### config.mk
export PLATFORM = sky130hd
export DESIGN_NAME = player_fsm
export DESIGN_NICKNAME = d
export VERILOG_FILES = /design/src/rtl/player_fsm.sv
export SDC_FILE = /design/constraint.sdc
export NUM_CORES = 1
export LEC_CHECK = 0
export BUFFER_PORTS_ARGS = -buffer_cell sky130_fd_sc_hd__buf_2
export CORE_ASPECT_RATIO = 0.7
export CORE_UTILIZATION = 58
export CTS_BUF_LIST = sky130_fd_sc_hd__clkbuf_8
export CTS_CLUSTER_SIZE = 12
export DETAILED_ROUTE_END_ITERATION = 16
export HOLD_SLACK_MARGIN = 0.1
export MAX_ROUTING_LAYER = met4
export PLACE_DENSITY = 0.81
export REMOVE_ABC_BUFFERS = 1
export SKIP_CTS_REPAIR_TIMING = 1
export SYNTH_ARGS = -nofsm -noshare
export SYNTH_HDL_FRONTEND = slang
export SYNTH_SLANG_ARGS = --single-unit
export TNS_END_PERCENT = 10
### constraint.sdc
create_clock -name clk -period 13 [get_ports clk]
set_input_delay 0.65 -clock clk [delete_from_list [all_inputs] [get_ports clk]]
set_output_delay 0.65 -clock clk [all_outputs]
set_load 0.02 [all_outputs]
### src/rtl/player_fsm.sv
// Per-player fighter controller: action state machine, health, position and hit pulse.
// Two instances are cross-coupled through the opp_* inputs.
module player_fsm #(
  parameter int MAX_HEALTH     = 3,
  parameter int START_X        = 100,
  parameter int MIN_X          = 0,
  parameter int MAX_X          = 600,
  parameter int SPEED          = 2,
  parameter int MIN_GAP        = 32,
  parameter int ATTACK_RANGE   = 48,
  parameter int WINDUP_FRAMES  = 8,
  parameter int ACTIVE_FRAMES  = 4,
  parameter int RECOVER_FRAMES = 12,
  parameter int HITSTUN_FRAMES = 15
) (
  input  logic       clk,
  input  logic       reset,
  input  logic [2:0] game_state,
  input  logic       btn_left,
  input  logic       btn_right,
  input  logic       btn_attack,
  input  logic       btn_block,
  input  logic [2:0] opp_state,
  input  logic [9:0] opp_pos_x,
  output logic [2:0] player_state,
  output logic [2:0] player_health,
  output logic [9:0] pos_x,
  output logic       hit_taken
);

  typedef enum logic [2:0] {
    ST_IDLE    = 3'd0,
    ST_MOVE    = 3'd1,
    ST_WINDUP  = 3'd2,
    ST_ACTIVE  = 3'd3,
    ST_RECOVER = 3'd4,
    ST_BLOCK   = 3'd5,
    ST_HITSTUN = 3'd6,
    ST_DEAD    = 3'd7
  } state_t;

  localparam logic [2:0] GS_FIGHT  = 3'd2;
  localparam logic [2:0] GS_P1_WIN = 3'd3;
  localparam logic [2:0] GS_P2_WIN = 3'd4;
  localparam logic [2:0] GS_EQ     = 3'd5;

  localparam logic [2:0] FULL_HEALTH = 3'(MAX_HEALTH);
  localparam logic [9:0] START_POS   = 10'(START_X);
  localparam logic [7:0] WINDUP_T    = 8'(WINDUP_FRAMES - 1);
  localparam logic [7:0] ACTIVE_T    = 8'(ACTIVE_FRAMES - 1);
  localparam logic [7:0] RECOVER_T   = 8'(RECOVER_FRAMES - 1);
  localparam logic [7:0] HITSTUN_T   = 8'(HITSTUN_FRAMES - 1);

  localparam logic signed [10:0] SPEED_S = 11'(SPEED);
  localparam logic signed [10:0] MIN_S   = 11'(MIN_X);
  localparam logic signed [10:0] MAX_S   = 11'(MAX_X);
  localparam logic signed [10:0] GAP_S   = 11'(MIN_GAP);
  localparam logic signed [10:0] RANGE_S = 11'(ATTACK_RANGE);

  function automatic logic signed [10:0] abs11(input logic signed [10:0] v);
    return (v < 0) ? -v : v;
  endfunction

  function automatic logic signed [10:0] clamp_x(input logic signed [10:0] v);
    if (v < MIN_S)      return MIN_S;
    else if (v > MAX_S) return MAX_S;
    else                return v;
  endfunction

  state_t      state_q, state_d;
  logic [2:0]  health_q, health_d;
  logic [9:0]  pos_q, pos_d;
  logic        hit_q, hit_d;
  logic [7:0]  timer_q, timer_d;
  logic        atk_q;
  logic [2:0]  opp_state_q;

  logic signed [10:0] pos_s, opp_s, cand_s, cand_gap, cur_gap;
  logic        move_blocked, opp_hit, atk_rise;
  logic [9:0]  move_pos;
  logic [2:0]  health_dec;

  assign pos_s    = signed'({1'b0, pos_q});
  assign opp_s    = signed'({1'b0, opp_pos_x});
  assign cand_s   = clamp_x(btn_right ? pos_s + SPEED_S : pos_s - SPEED_S);
  assign cand_gap = abs11(cand_s - opp_s);
  assign cur_gap  = abs11(pos_s - opp_s);
  // Only a step that closes the gap is refused; backing away is always allowed.
  assign move_blocked = (cand_gap < GAP_S) && (cand_gap < cur_gap);
  assign move_pos     = move_blocked ? pos_q : cand_s[9:0];

  // Edge-detect on the opponent's entry into ACTIVE gives one hit per attack.
  assign opp_hit    = (opp_state == 3'(ST_ACTIVE)) && (opp_state_q != 3'(ST_ACTIVE)) &&
                      (cur_gap <= RANGE_S);
  assign atk_rise   = btn_attack && !atk_q;
  assign health_dec = (health_q == 3'd0) ? 3'd0 : health_q - 3'd1;

  always_comb begin
    state_d  = state_q;
    health_d = health_q;
    pos_d    = pos_q;
    timer_d  = timer_q;
    hit_d    = 1'b0;
    case (game_state)
      GS_FIGHT: begin
        if (opp_hit && state_q != ST_BLOCK && state_q != ST_DEAD) begin
          health_d = health_dec;
          hit_d    = 1'b1;
          if (health_dec == 3'd0) begin
            state_d = ST_DEAD;
          end else begin
            state_d = ST_HITSTUN;
            timer_d = HITSTUN_T;
          end
        end else if (!opp_hit) begin
          case (state_q)
            ST_DEAD: begin
              state_d = ST_DEAD;
            end
            ST_WINDUP, ST_ACTIVE, ST_RECOVER, ST_HITSTUN: begin
              if (timer_q != 8'd0) begin
                timer_d = timer_q - 8'd1;
              end else if (state_q == ST_WINDUP) begin
                state_d = ST_ACTIVE;
                timer_d = ACTIVE_T;
              end else if (state_q == ST_ACTIVE) begin
                state_d = ST_RECOVER;
                timer_d = RECOVER_T;
              end else begin
                state_d = ST_IDLE;
              end
            end
            default: begin
              if (atk_rise) begin
                state_d = ST_WINDUP;
                timer_d = WINDUP_T;
              end else if (btn_block) begin
                state_d = ST_BLOCK;
              end else if (btn_left ^ btn_right) begin
                state_d = ST_MOVE;
                pos_d   = move_pos;
              end else begin
                state_d = ST_IDLE;
              end
            end
          endcase
        end
      end
      GS_P1_WIN, GS_P2_WIN, GS_EQ: begin
        state_d = state_q;
      end
      default: begin
        state_d  = ST_IDLE;
        health_d = FULL_HEALTH;
        pos_d    = START_POS;
        timer_d  = 8'd0;
      end
    endcase
  end

  always_ff @(posedge clk or posedge reset) begin
    if (reset) begin
      state_q     <= ST_IDLE;
      health_q    <= FULL_HEALTH;
      pos_q       <= START_POS;
      hit_q       <= 1'b0;
      timer_q     <= 8'd0;
      atk_q       <= 1'b0;
      opp_state_q <= 3'd0;
    end else begin
      state_q     <= state_d;
      health_q    <= health_d;
      pos_q       <= pos_d;
      hit_q       <= hit_d;
      timer_q     <= timer_d;
      atk_q       <= btn_attack;
      opp_state_q <= opp_state;
    end
  end

  assign player_state  = state_q;
  assign player_health = health_q;
  assign pos_x         = pos_q;
  assign hit_taken     = hit_q;

endmodule

==> results_dict.tcl <==
set metrics [dict create \
    clk_path_buf_depth 2 \
    crit_path_start_kind "input pin" \
    globalplace.congestion 0.9449 \
    core_sq_um 6396 \
    tns_ns 0 \
    dr.pass1.iters 5 \
    drc_errors 0 \
    cp-end-kind "flop" \
    clk_latency_ns 0.30 \
    setup_viol 0 \
    synth_seq_cells 29 \
    ys_seq_area_frac 0.1856 \
    yosys_warnings 0 \
    syn_avg_cell_area_sq_um 8.016 \
    synth_edf_count 0 \
    grt_max_degree 30 \
    p_switching_uw 193.6 \
    diodes 0 \
    final_cell_mix "59 x nor2_1, 42 x ha_1, 38 x buf_2" \
    synth.cell_area_sq_um 3944 \
    slowest_stage "o21ai_1" \
    power_per_cell_area_nw_per_um2 103.5 \
    die_w_um 100.6 \
    rsz0062_at_grt "false" \
    placed_area_sq_um 4203 \
    tightestPinTransition_ns 1.128 \
    crit_required_ns 13.22 \
    area_delta_synth_final_pct 9.518 \
    cts_made_buffers 5 \
    max_stage_delay_ns 0.53 \
    peakVddDrop_mv 0.05493 \
    drv_cap 0 \
    nFillCells 555 \
    dpl.hpwl_um 8636 \
    fmax_mhz 130.4 \
    die_height_um 70.99 \
    synthCells 492 \
    synth_xor_area_frac 0.07709 \
    p_comb_frac 0.558 \
    ys.flop_type "dfrtp_1" \
    antenna_found_initial 0 \
    hold_class "in -> reg" \
    p_sw_frac 0.4330 \
    io_pins 39 \
    fin_crit_sh 0.5899 \
    postRouteAntennaNets 0 \
    overflow 0 \
    cts.sinks 29 \
    synthArstFlopShare 1.000 \
    cts_root_buffer "clkbuf_8" \
    p_seq_frac 0.220 \
    yosys.cell_types.count 83 \
    synth_fa_ha_area_frac 0.1485 \
    final_cell_area_sq_um 4319 \
    htreeDepth 2 \
    worstPathMaxFanout 11 \
    dieArea_sq_um 7139 \
    cpMostUsedCell "ha_1" \
    mostFrequentLayoutCell "nor2_1" \
    finalMaxSlewViolations 0 \
    vias_per_cell 6.293 \
    synthSimpleGateAreaFrac 0.2481 \
    grt_pass1_wl_um 17700 \
    io_buffer_count 38 \
    track_usage 0.3250 \
    via_count 3914 \
    skew_ns 0.01072 \
    drt_iter0_drc 356 \
    routed_wl_um 10800 \
    start_util 0.6166 \
    status "finished clean" \
    max_slew_margin 0.2471 \
    intPower_uw 253.6 \
    period_minus_slack_ns 7.668 \
    synthMuxAreaShare 0.01269 \
    critPathKind "in -> reg" \
    finish.net_count 597 \
    synth_top_family_by_area "compound AO/OA/AOI/OAI gates" \
    final-hold-violation-count 0 \
    p_clk_frac 0.222 \
    cts_tree "built" \
    power.leakage_uw 0.001997 \
    detail_route.wl_per_cell_um 17.36 \
    first_global_vias 3623 \
    arrival_ns 7.89 \
    synth_compound_area_frac 0.2833 \
    cts.reportedPaths.clkPinSlew_ns 0.07 \
    drive_gt1_frac 0.1394 \
    core.rowCount 24 \
]
-- cells by family after synthesis --
family          Yosys count
simple gates            188
compound gates          150
mux                       5
flops                    29
xor+xnor                 33
buf+inv                  42
fa+ha+maj                45
-- cell type report --
cell class / count / area, sq um / share of cell area
Multi-Input combinational cell: 421 / 3035 / 0.7028
Sequential cell: 29 / 732.0 / 0.1695
Timing Repair Buffer: 38 / 190.2 / 0.04403
Inverter: 35 / 131.4 / 0.03042
Tap cell: 91 / 113.9 / 0.02636
Clock buffer: 6 / 82.58 / 0.01912
Clock inverter: 2 / 33.78 / 0.007822
-- state kept, by name, summed over array words and instances (netlist names) --
name / cells
atk_q: 1
opp_state_q: 3
player_health: 3
player_state: 3
timer_q: 8
hit_taken: 1
pos_x: 10
-- layer usage --
layer  global-route usage  up-vias  part of all wire
met5                    -        -                 0
met4              0.07729        0             0.011
met3              0.05040       13             0.080
met2               0.4787      180              0.43
met1               0.4655     1821              0.48
li1                     -     1900                 -
-- metrics by stage --
step                      std cells  power (uW)  utilization  hold slack (ns)  setup WS, ns
after floorplan                 485       289.4            -           0.4571         6.278
after global placement          614       333.5       0.6571           0.4802         5.587
after detailed placement        614       343.2       0.6571           0.4856         5.191
after CTS                       622       442.9       0.6753           0.4717         5.460
after global routing            622       479.1       0.6753           0.4719         4.642
final                           622       447.2       0.6753           0.4732         5.332
-- worst max-delay path: cells and delay by family --
kind            cells  cell delay (ns)
xor+xnor            1             0.30
buf+inv             2             0.45
simple gates        6             0.98
fa+ha+maj           4             1.22
compound gates     18             4.27
-- cells in the mapped netlist, types with 7 or more instances --
cell type,number,area share
nor2b_1,9,0.014
ha_1,42,0.13
and3_1,8,0.013
xnor2_1,16,0.036
a21oi_1,32,0.041
and2_1,8,0.013
xor2_1,15,0.033
o21a_1,7,0.013
dfrtp_1,24,0.15
nor2_1,59,0.056
nand2b_1,12,0.019
a21o_1,8,0.015
nand3_1,15,0.019
nor3_1,10,0.013
o21ai_0,29,0.037
nand2_1,34,0.032
inv_1,35,0.033
-- power by group through the flow --
stage | logic (uW) | clock network, uW | registers [uW]
floorplan | 189 | 0 | 100
global placement | 234 | 0 | 99.6
detailed placement | 243 | 0 | 99.8
CTS | 245 | 100 | 98.1
global route | 276 | 104 | 98.7
finish | 250 | 99.3 | 98.3
-- final timing paths --
path | startpoint | to | slack, ns | cells after the start
hold reg to reg | pos_x[5] | pos_x[5] | 0.51 | 2
setup reg to reg | pos_x[1] | pos_x[4] | 5.42 | 29
max in group asynchronous | reset | player_state[0] | 11.68 | 2
hold / removal | opp_state[1] | opp_state_q[1] | 0.47 | 1
min in group asynchronous | reset | player_health[2] | 0.64 | 2
setup / recovery | btn_right | pos_x[4] | 5.33 | 31
Note: power is estimated with default switching activity, not from simulation.
